==> config.mk <==
export PLATFORM = sky130hd
export DESIGN_NAME = jk_bank_arbiter
export DESIGN_NICKNAME = d
export VERILOG_FILES = /design/src/rtl/jk_bank_arbiter.sv
export SDC_FILE = /design/constraint.sdc
export NUM_CORES = 1
export LEC_CHECK = 0
export CAP_MARGIN = 20
export CORE_ASPECT_RATIO = 0.7
export CORE_MARGIN = 1
export CORE_UTILIZATION = 25
export CTS_CLUSTER_DIAMETER = 50
export DETAILED_ROUTE_END_ITERATION = 16
export SYNTH_ARGS = -nofsm -noshare
export SYNTH_HDL_FRONTEND = slang
export SYNTH_SLANG_ARGS = --single-unit
export TNS_END_PERCENT = 20
==> constraint.sdc <==
create_clock -name clk -period 2.5 [get_ports clk]
set_input_delay 0.625 -clock clk [delete_from_list [all_inputs] [get_ports clk]]
set_output_delay 0.625 -clock clk [all_outputs]
set_load 0.01 [all_outputs]
==> src/rtl/jk_bank_arbiter.sv <==
`default_nettype none
// ============================================================================
// Module   : jk_bank_arbiter
// Purpose  : Shares a bank of NUM_FF JK flip-flops between NUM_REQ requesters.
//            A round-robin arbiter accepts one request at a time. The accepted
//            request drives J/K of its target flop for exactly one clock, and
//            all other flops see J/K = 00 during that clock. The new value of
//            the flop is then reported on a one-cycle completion pulse.
// Ports    : clk          rising-edge clock
//            rst_n        synchronous, active-low reset
//            i_req_valid  [NUM_REQ]        request pending per requester
//            i_req_idx    [NUM_REQ*IDX_W]  target flop index per requester
//            i_req_op     [NUM_REQ*2]      {j,k}: 00 hold 01 reset 10 set 11 toggle
//            o_req_ready  [NUM_REQ]        one-hot (or zero) accept strobe
//            o_busy                        operation in flight
//            o_done_valid                  one-cycle completion pulse
//            o_done_id    [clog2(NUM_REQ)] owner of the completion
//            o_done_q                      post-update value of the target flop
//            o_done_err                    index out of range, op ignored
//            o_q          [NUM_FF]         live flop bank contents
// Revision : 1.0 - initial release
// ============================================================================
module jk_bank_arbiter #(
  parameter int NUM_REQ = 4,
  parameter int NUM_FF  = 8,
  parameter int IDX_W   = 3
) (
  input  logic                       clk,
  input  logic                       rst_n,
  input  logic [NUM_REQ-1:0]         i_req_valid,
  input  logic [NUM_REQ*IDX_W-1:0]   i_req_idx,
  input  logic [NUM_REQ*2-1:0]       i_req_op,
  output logic [NUM_REQ-1:0]         o_req_ready,
  output logic                       o_busy,
  output logic                       o_done_valid,
  output logic [$clog2(NUM_REQ)-1:0] o_done_id,
  output logic                       o_done_q,
  output logic                       o_done_err,
  output logic [NUM_FF-1:0]          o_q
);

  localparam int c_ID_W = $clog2(NUM_REQ);

  typedef enum logic [1:0] {
    S_IDLE  = 2'd0,
    S_ISSUE = 2'd1,
    S_DONE  = 2'd2
  } state_t;

  state_t              r_state;
  state_t              w_state_nxt;

  logic [c_ID_W-1:0]   r_rr_ptr;
  logic [c_ID_W-1:0]   r_id;
  logic [IDX_W-1:0]    r_idx;
  logic [1:0]          r_op;
  logic [NUM_FF-1:0]   r_q;
  logic [NUM_FF-1:0]   w_q_nxt;
  logic [NUM_FF-1:0]   w_j;
  logic [NUM_FF-1:0]   w_k;

  logic                w_found;
  logic [c_ID_W-1:0]   w_win;
  logic [NUM_REQ-1:0]  w_ready;
  logic                w_hs;
  logic [IDX_W-1:0]    w_sel_idx;
  logic [1:0]          w_sel_op;
  logic                w_idx_ok;
  logic                w_sel_q;

  // (base + off) mod NUM_REQ, with off < NUM_REQ so one subtraction suffices.
  function automatic logic [c_ID_W-1:0] rr_index(input logic [c_ID_W-1:0] base,
                                                 input int off);
    int sum;
    sum = int'(base) + off;
    if (sum >= NUM_REQ) sum = sum - NUM_REQ;
    return c_ID_W'(sum);
  endfunction

  // --------------------------------------------------------------------------
  // Round-robin winner: first valid requester scanning from r_rr_ptr upward.
  // --------------------------------------------------------------------------
  always_comb begin
    w_found = 1'b0;
    w_win   = '0;
    for (int k = 0; k < NUM_REQ; k++) begin
      if (!w_found && i_req_valid[rr_index(r_rr_ptr, k)]) begin
        w_found = 1'b1;
        w_win   = rr_index(r_rr_ptr, k);
      end
    end
  end

  // Ready is suppressed combinationally while reset is asserted so no
  // requester believes it was accepted during a reset cycle.
  always_comb begin
    w_ready = '0;
    if (rst_n && (r_state == S_IDLE) && w_found) begin
      w_ready[w_win] = 1'b1;
    end
  end

  assign w_hs = |(i_req_valid & w_ready);

  // Select the winner's index and op with constant slices only.
  always_comb begin
    w_sel_idx = '0;
    w_sel_op  = '0;
    for (int r = 0; r < NUM_REQ; r++) begin
      if (w_win == c_ID_W'(r)) begin
        w_sel_idx = i_req_idx[r*IDX_W +: IDX_W];
        w_sel_op  = i_req_op[r*2 +: 2];
      end
    end
  end

  // --------------------------------------------------------------------------
  // FSM: IDLE -> ISSUE -> DONE -> IDLE
  // --------------------------------------------------------------------------
  always_ff @(posedge clk) begin
    if (!rst_n) begin
      r_state <= S_IDLE;
    end else begin
      r_state <= w_state_nxt;
    end
  end

  always_comb begin
    w_state_nxt = r_state;
    case (r_state)
      S_IDLE:  if (w_hs) w_state_nxt = S_ISSUE;
      S_ISSUE: w_state_nxt = S_DONE;
      S_DONE:  w_state_nxt = S_IDLE;
      default: w_state_nxt = S_IDLE;
    endcase
  end

  // --------------------------------------------------------------------------
  // Request latch and round-robin pointer
  // --------------------------------------------------------------------------
  always_ff @(posedge clk) begin
    if (!rst_n) begin
      r_idx    <= '0;
      r_op     <= '0;
      r_id     <= '0;
      r_rr_ptr <= '0;
    end else begin
      if (w_hs) begin
        r_idx <= w_sel_idx;
        r_op  <= w_sel_op;
        r_id  <= w_win;
      end
      // Pointer moves past the requester just served, so the winner has
      // lowest priority next round.
      if (r_state == S_DONE) begin
        r_rr_ptr <= (r_id == c_ID_W'(NUM_REQ - 1)) ? '0 : r_id + c_ID_W'(1);
      end
    end
  end

  // --------------------------------------------------------------------------
  // JK flop bank: only the addressed flop sees the latched J/K, and only in
  // ISSUE. An out-of-range index matches no flop, so the bank is untouched.
  // --------------------------------------------------------------------------
  for (genvar i = 0; i < NUM_FF; i++) begin : g_ff
    logic w_hit;
    assign w_hit = (r_state == S_ISSUE) && (r_idx == IDX_W'(i));
    assign w_j[i] = w_hit & r_op[1];
    assign w_k[i] = w_hit & r_op[0];

    always_comb begin
      w_q_nxt[i] = r_q[i];
      case ({w_j[i], w_k[i]})
        2'b01:   w_q_nxt[i] = 1'b0;
        2'b10:   w_q_nxt[i] = 1'b1;
        2'b11:   w_q_nxt[i] = ~r_q[i];
        default: w_q_nxt[i] = r_q[i];
      endcase
    end
  end

  always_ff @(posedge clk) begin
    if (!rst_n) begin
      r_q <= '0;
    end else begin
      r_q <= w_q_nxt;
    end
  end

  // --------------------------------------------------------------------------
  // Completion reporting
  // --------------------------------------------------------------------------
  // Extra bit so the compare is correct even when NUM_FF == 2**IDX_W.
  assign w_idx_ok = ({1'b0, r_idx} < (IDX_W + 1)'(NUM_FF));

  always_comb begin
    w_sel_q = 1'b0;
    for (int i = 0; i < NUM_FF; i++) begin
      if (r_idx == IDX_W'(i)) w_sel_q = r_q[i];
    end
  end

  assign o_req_ready  = w_ready;
  assign o_busy       = (r_state != S_IDLE);
  assign o_done_valid = (r_state == S_DONE);
  assign o_done_id    = (r_state == S_DONE) ? r_id : '0;
  assign o_done_q     = (r_state == S_DONE) && w_idx_ok && w_sel_q;
  assign o_done_err   = (r_state == S_DONE) && !w_idx_ok;
  assign o_q          = r_q;

endmodule
`default_nettype wire
* Yosys cells after proc, flatten, opt, wreduce, memory -nomap -nowiden *
Cells that the tools add are included.

word-level totals
  word-level logic and storage cells = 176
  register bits after elaboration = 19
  output and inout bits = 18

operators by class
  bitwise gates (word level) = 25
  reduce and logical (&&, ||, !) cells = 31
  eq/ne operators = 38
  muxes and demuxes = 51
  $lt $le $gt $ge = 10
  add/sub/neg operators = 8

operators with widths
  kind                                                  number
  equality test 2 bit (second input constant)           20
  2-to-1 mux 2 bit                                      15
  case mux 1 bit (3 select lines)                       8
  nonzero test 3 bit                                    8
  equality test 2 x 1 -> 1 bit (second input constant)  10
  2-to-1 mux 1 bit                                      17
  AND 1 bit                                             16
  logical AND 1 bit                                     15
  < comparator 2 x 3 -> 1 bit (second input constant)   5
  equality test 3 bit (second input constant)           4
  2-to-1 mux 3 bit                                      4
  >= comparator 3 bit (second input constant)           3
  binary-select mux 1 bit (select 2 bit)                4
  NOT 1 bit                                             8
  subtractor 2 x 1 -> 2 bit (second input constant)     4
  adder 2 x 2 -> 3 bit (second input constant)          2
  equality test 3 x 2 -> 1 bit (second input constant)  2
  AND 4 bit                                             1
  zero test 2 bit                                       2
  2-to-1 mux 4 bit                                      1
  case mux 2 bit (2 select lines)                       1
  OR reduction 4 bit                                    1
  adder 2 x 1 -> 3 bit (second input constant)          1
  equality test 3 x 1 -> 1 bit (second input constant)  1
  8 further kinds                                       10

* Logic depth before layout (Yosys ltp) *
Gate-level depths: netlist (run 1).

  depth in word-level cells = 23
  depth in mapped cells = 6

* Least setup slack after synthesis (run 1) *
No wires, ideal clock.

  path type = input port to output port
  start point = in i_req_valid[1]
  end point = out o_req_ready[1]
  path buffers = 1
  data required time = 1875 ps
  setup slack = 298 ps
  arrival = 1577 ps
  cell stages on the path = 5
  path through = nand2b_1 a21oi_2 a211oi_4 buf_8 and3_2

between the ends
  word-level cells in the longest chain between the ends = 17

RTL lines
  item                                                                                               RTL line  source
  from (decl)                                                                                        30        input logic [NUM_REQ-1:0] i_req_valid,
  binary-select mux 1 bit (select 2 bit)                                                             87        if (!w_found && i_req_valid[rr_index(r_rr_ptr, k)]) begin
  2-to-1 mux 1 bit (implied by the code)                                                             87
  2-to-1 mux 1 bit                                                                                   87
  zero test 1 bit                                                                                    87
  logical AND 1 bit                                                                                  87
  2-to-1 mux 1 bit                                                                                   87
  zero test 1 bit                                                                                    87
  logical AND 1 bit                                                                                  87
  2-to-1 mux 1 bit                                                                                   87
  zero test 1 bit                                                                                    87
  logical AND 1 bit                                                                                  87
  2-to-1 mux 2 bit                                                                                   87
  < comparator 2 x 3 -> 1 bit (implied by the code) or >= comparator 2 x 1 -> 1 bit (tied branches)  99        w_ready[w_win] = 1'b1;
  logical AND 1 bit (implied by the code)                                                            99
  2-to-1 mux 1 bit (implied by the code)                                                             99
  demux 1 bit (select 2 bit)                                                                         99
  2-to-1 mux 4 bit (*)                                                                               98        if (rst_n && (r_state == S_IDLE) && w_found) begin
  to (decl)                                                                                          33        output logic [NUM_REQ-1:0] o_req_ready,

Mark *: on every way between the ends. The rest lies on a longest branch, timed or not. The select of a mux whose other input is x is not followed.

* Worst setup path in the final report (run 1) *
  start point = in i_req_valid[1]
  end point = out o_req_ready[3]

Same word-level chain as after synthesis.

==> results of run 1 <==
critical path: stages:
cell and delay, ns:
buf_2 0.13, or2_4 0.25, o311ai_4 0.29, buf_4 0.17, inv_2 0.04, and3_2 0.17, buf_2 0.13
per-stage QoR:
step,util [%],total power (W),TNS (ns)
after global placement,38.3,0.000556,-2.15
after floorplan,-,0.000461,0
after CTS,39.1,0.000773,0
final,39.5,0.000769,0
after global routing,39.5,0.000814,-0.0441
after detailed placement,38.3,0.000562,-2.55
layer usage:
metal  track usage (%)  part of all wire, %  up-vias
met5                 0                    0        -
met4              3.69                    0        0
met3              3.41                  5.0        0
met2              20.5                   47       32
met1              17.1                   48      523
li1                  -                    -      560
cell families after synthesis:
group / share of synthesized area (%)
compound gates: 21.7
fa+ha+maj: 1.10
buf+inv: 5.29
flops: 33.5
mux: 14.6
other cells: 0.330
simple gates: 23.5
flip-flops by register name, indices dropped and copies added (netlist names):
name and flops:
r_idx 3, r_state 2, r_id 2, o_q 8, r_op 2, r_rr_ptr 2
worst max path at each step:
| stage | start | to | slack, ns | depth (start not counted) |
|---|---|---|---|---|
| 2_1_floorplan | i_req_valid[1] | o_req_ready[1] | 0.30 | 5 |
| 3_3_place_gp | i_req_valid[0] | o_req_ready[2] | -0.62 | 6 |
| 3_5_place_dp | i_req_valid[0] | o_req_ready[2] | -0.65 | 6 |
| 4_1_cts | i_req_valid[0] | o_req_ready[1] | 0.02 | 7 |
| 5_1_grt | i_req_valid[0] | o_req_ready[2] | -0.02 | 6 |
| 6_report | i_req_valid[1] | o_req_ready[3] | 0.06 | 7 |
final cells by class:
| cell class | count | area (um2) |
|---|---|---|
| Multi-Input combinational cell | 93 | 706 |
| Tap cell | 55 | 68.8 |
| Clock buffer | 4 | 45.0 |
| Sequential cell | 19 | 380 |
| Timing Repair Buffer | 56 | 498 |
| Fill cell | 461 | 2630 |
| Inverter | 6 | 22.5 |
where the power goes:
| part | switching (W) | leakage [nW] | internal [W] |
|---|---|---|---|
| Combinational | 0.0000937 | 0.493 | 0.000122 |
| Clock | 0.0000972 | 0.0228 | 0.000113 |
| Sequential | 0.0000205 | 0.155 | 0.000323 |
timing repair:
item                                    CTS  global route
endpoints found under the setup margin    4             4
pin swaps                                 3             2
buffers inserted                          3             0
cloned                                    0             0
hold buffers                              0             0
resized for setup                        27             8
placed cells by master, fill, tap and decap left out, types with 3 or more instances in the layout:
master,count
and2_1,3
nand2_1,6
clkbuf_8,3
buf_2,5
nor3_1,4
o21ai_0,6
a21boi_0,10
o221ai_1,5
or3_1,6
inv_1,5
nor2b_1,3
clkdlybuf4s50_1,32
dfxtp_1,19
nand3_1,7
buf_4,14
nand2b_1,4
nor2_1,4
mux2i_1,12
==> results.json, run 1 <==
{
  "grt_use_total_pct": 12.9,
  "synth-edff-count": 0,
  "hp-class": "register to register",
  "final_cell_count_no_fill": 233,
  "syn_inst": 124,
  "status": "finished clean",
  "end_kind": "output port",
  "timing.final.max_slew_violations": 0,
  "layout_min_cycle_time_ns": 2.44,
  "gp_congestion": 0.792,
  "rows": 20,
  "path_clk_slew_ns": 0.06,
  "cp_max_fo": 5,
  "synth_nets": 151,
  "cellPowerDensity_nw_per_um2": 447,
  "r2r_cells": 7,
  "cts-root-buf": "clkbuf_8",
  "cts_buffers": 3,
  "ys_warn_count": 0,
  "layout-drive-gt1-share_pct": 20.8,
  "ys_seq_area_share_pct": 33.5,
  "core_um2": 4350,
  "worstSetupStartpointType": "input port",
  "grt_max_degree": 19,
  "setup_viol": 0,
  "syn_area_um2": 1130,
  "syn_avg_cell_area_um2": 9.15,
  "syn2layout_area_growth_pct": 51.6,
  "layout_setup_ws_ns": 0.0555,
  "synthArstFlopShare_pct": 0,
  "wl_per_cell_um": 12.2,
  "fin_worst_skew_ns": 0.00489,
  "initial_core_util_pct": 26.1,
  "synth_most_common_cell": "dfxtp_1",
  "synthTopCellsByCount": "dfxtp_1 (19), mux2i_1 (12), a21boi_0 (10)",
  "ff2ff_setup_slack_ns": 0.69,
  "drt-pass1-iter-count": 4,
  "critPathKind": "input port to output port",
  "cts_htree_levels": 1,
  "ys_seq_elements": 19,
  "numPortBuffers": 42,
  "holdWs_ns": 0.502,
  "nets": 206,
  "num_vias": 1115,
  "clkLatencyLatePin_ns": 0.26,
  "cap_violations": 0,
  "cts_max_path_buffers": 2,
  "insertedDiodeCount": 0,
  "grt_pass1_wl_mm": 4.65,
  "die_w_um": 82.5,
  "synth_cell_type_count": 33,
  "dp_slack_ns": -0.649,
  "p_leak_nw": 0.671,
  "io_pins": 44,
  "fp.dieH_um": 58.4,
  "synth-main-ff-cell": "dfxtp_1",
  "overflow": 0,
  "grt_pass1_vias": 1024,
  "synth_area_leader_cell": "dfxtp_1",
  "vdd.ir_drop.worst_mv": 0.204,
  "rr_startpoint": "r_rr_ptr[0]",
  "holdPathEnd": "r_id[1]",
  "antenna_found_initial": 0,
  "cp.required_ns": 1.88,
  "wl_mm": 2.84,
  "min_from": "r_id[1]",
  "via_per_inst": 4.79,
  "cts_tree": "yes",
  "arrival_ns": 1.82,
  "place_area_um2": 1670,
  "fin_crit_sh_pct": 97.8,
  "detail-route-antenna-nets": 0,
  "cts_sinks": 19,
  "yosys-top-cells-area": "dfxtp_1 (34%), mux2i_1 (11%), a21boi_0 (6.6%)",
  "synth_top_area_share_pct": 33.5,
  "fmax_mhz": 409,
  "final-hold-violation-count": 0,
  "placedCellCount": 226,
  "route.detailed.drc": 0,
  "drtIter0Drc": 43,
  "dieArea_um2": 4820,
  "reg2reg_to": "r_idx[0]",
  "finalInstanceArea_um2": 1720,
  "min_path_cells": 2,
  "detailed_place_hpwl_mm": 2.28
}
(Power assumes the default switching activity.)
==> run 2, diff against run 1 <==
--- a/config.mk
+++ b/config.mk
@@ -5,6 +5,7 @@
 export SDC_FILE = /design/constraint.sdc
 export NUM_CORES = 1
 export LEC_CHECK = 0
+export ABC_CLOCK_PERIOD_IN_PS = 2500
 export CAP_MARGIN = 20
 export CORE_ASPECT_RATIO = 0.7
 export CORE_MARGIN = 1
==> results of run 2 <==
Same layout as run 1: the final DEF is identical, and so are final timing and power.
==> run 3, diff against run 2 <==
--- a/config.mk
+++ b/config.mk
@@ -11,8 +11,9 @@
 export CORE_MARGIN = 1
 export CORE_UTILIZATION = 25
 export CTS_CLUSTER_DIAMETER = 50
+export CTS_CLUSTER_SIZE = 25
 export DETAILED_ROUTE_END_ITERATION = 16
 export SYNTH_ARGS = -nofsm -noshare
 export SYNTH_HDL_FRONTEND = slang
 export SYNTH_SLANG_ARGS = --single-unit
-export TNS_END_PERCENT = 20
+export TNS_END_PERCENT = 5
==> results of run 3 <==
Same layout as run 1: the final DEF is identical, and so are final timing and power.
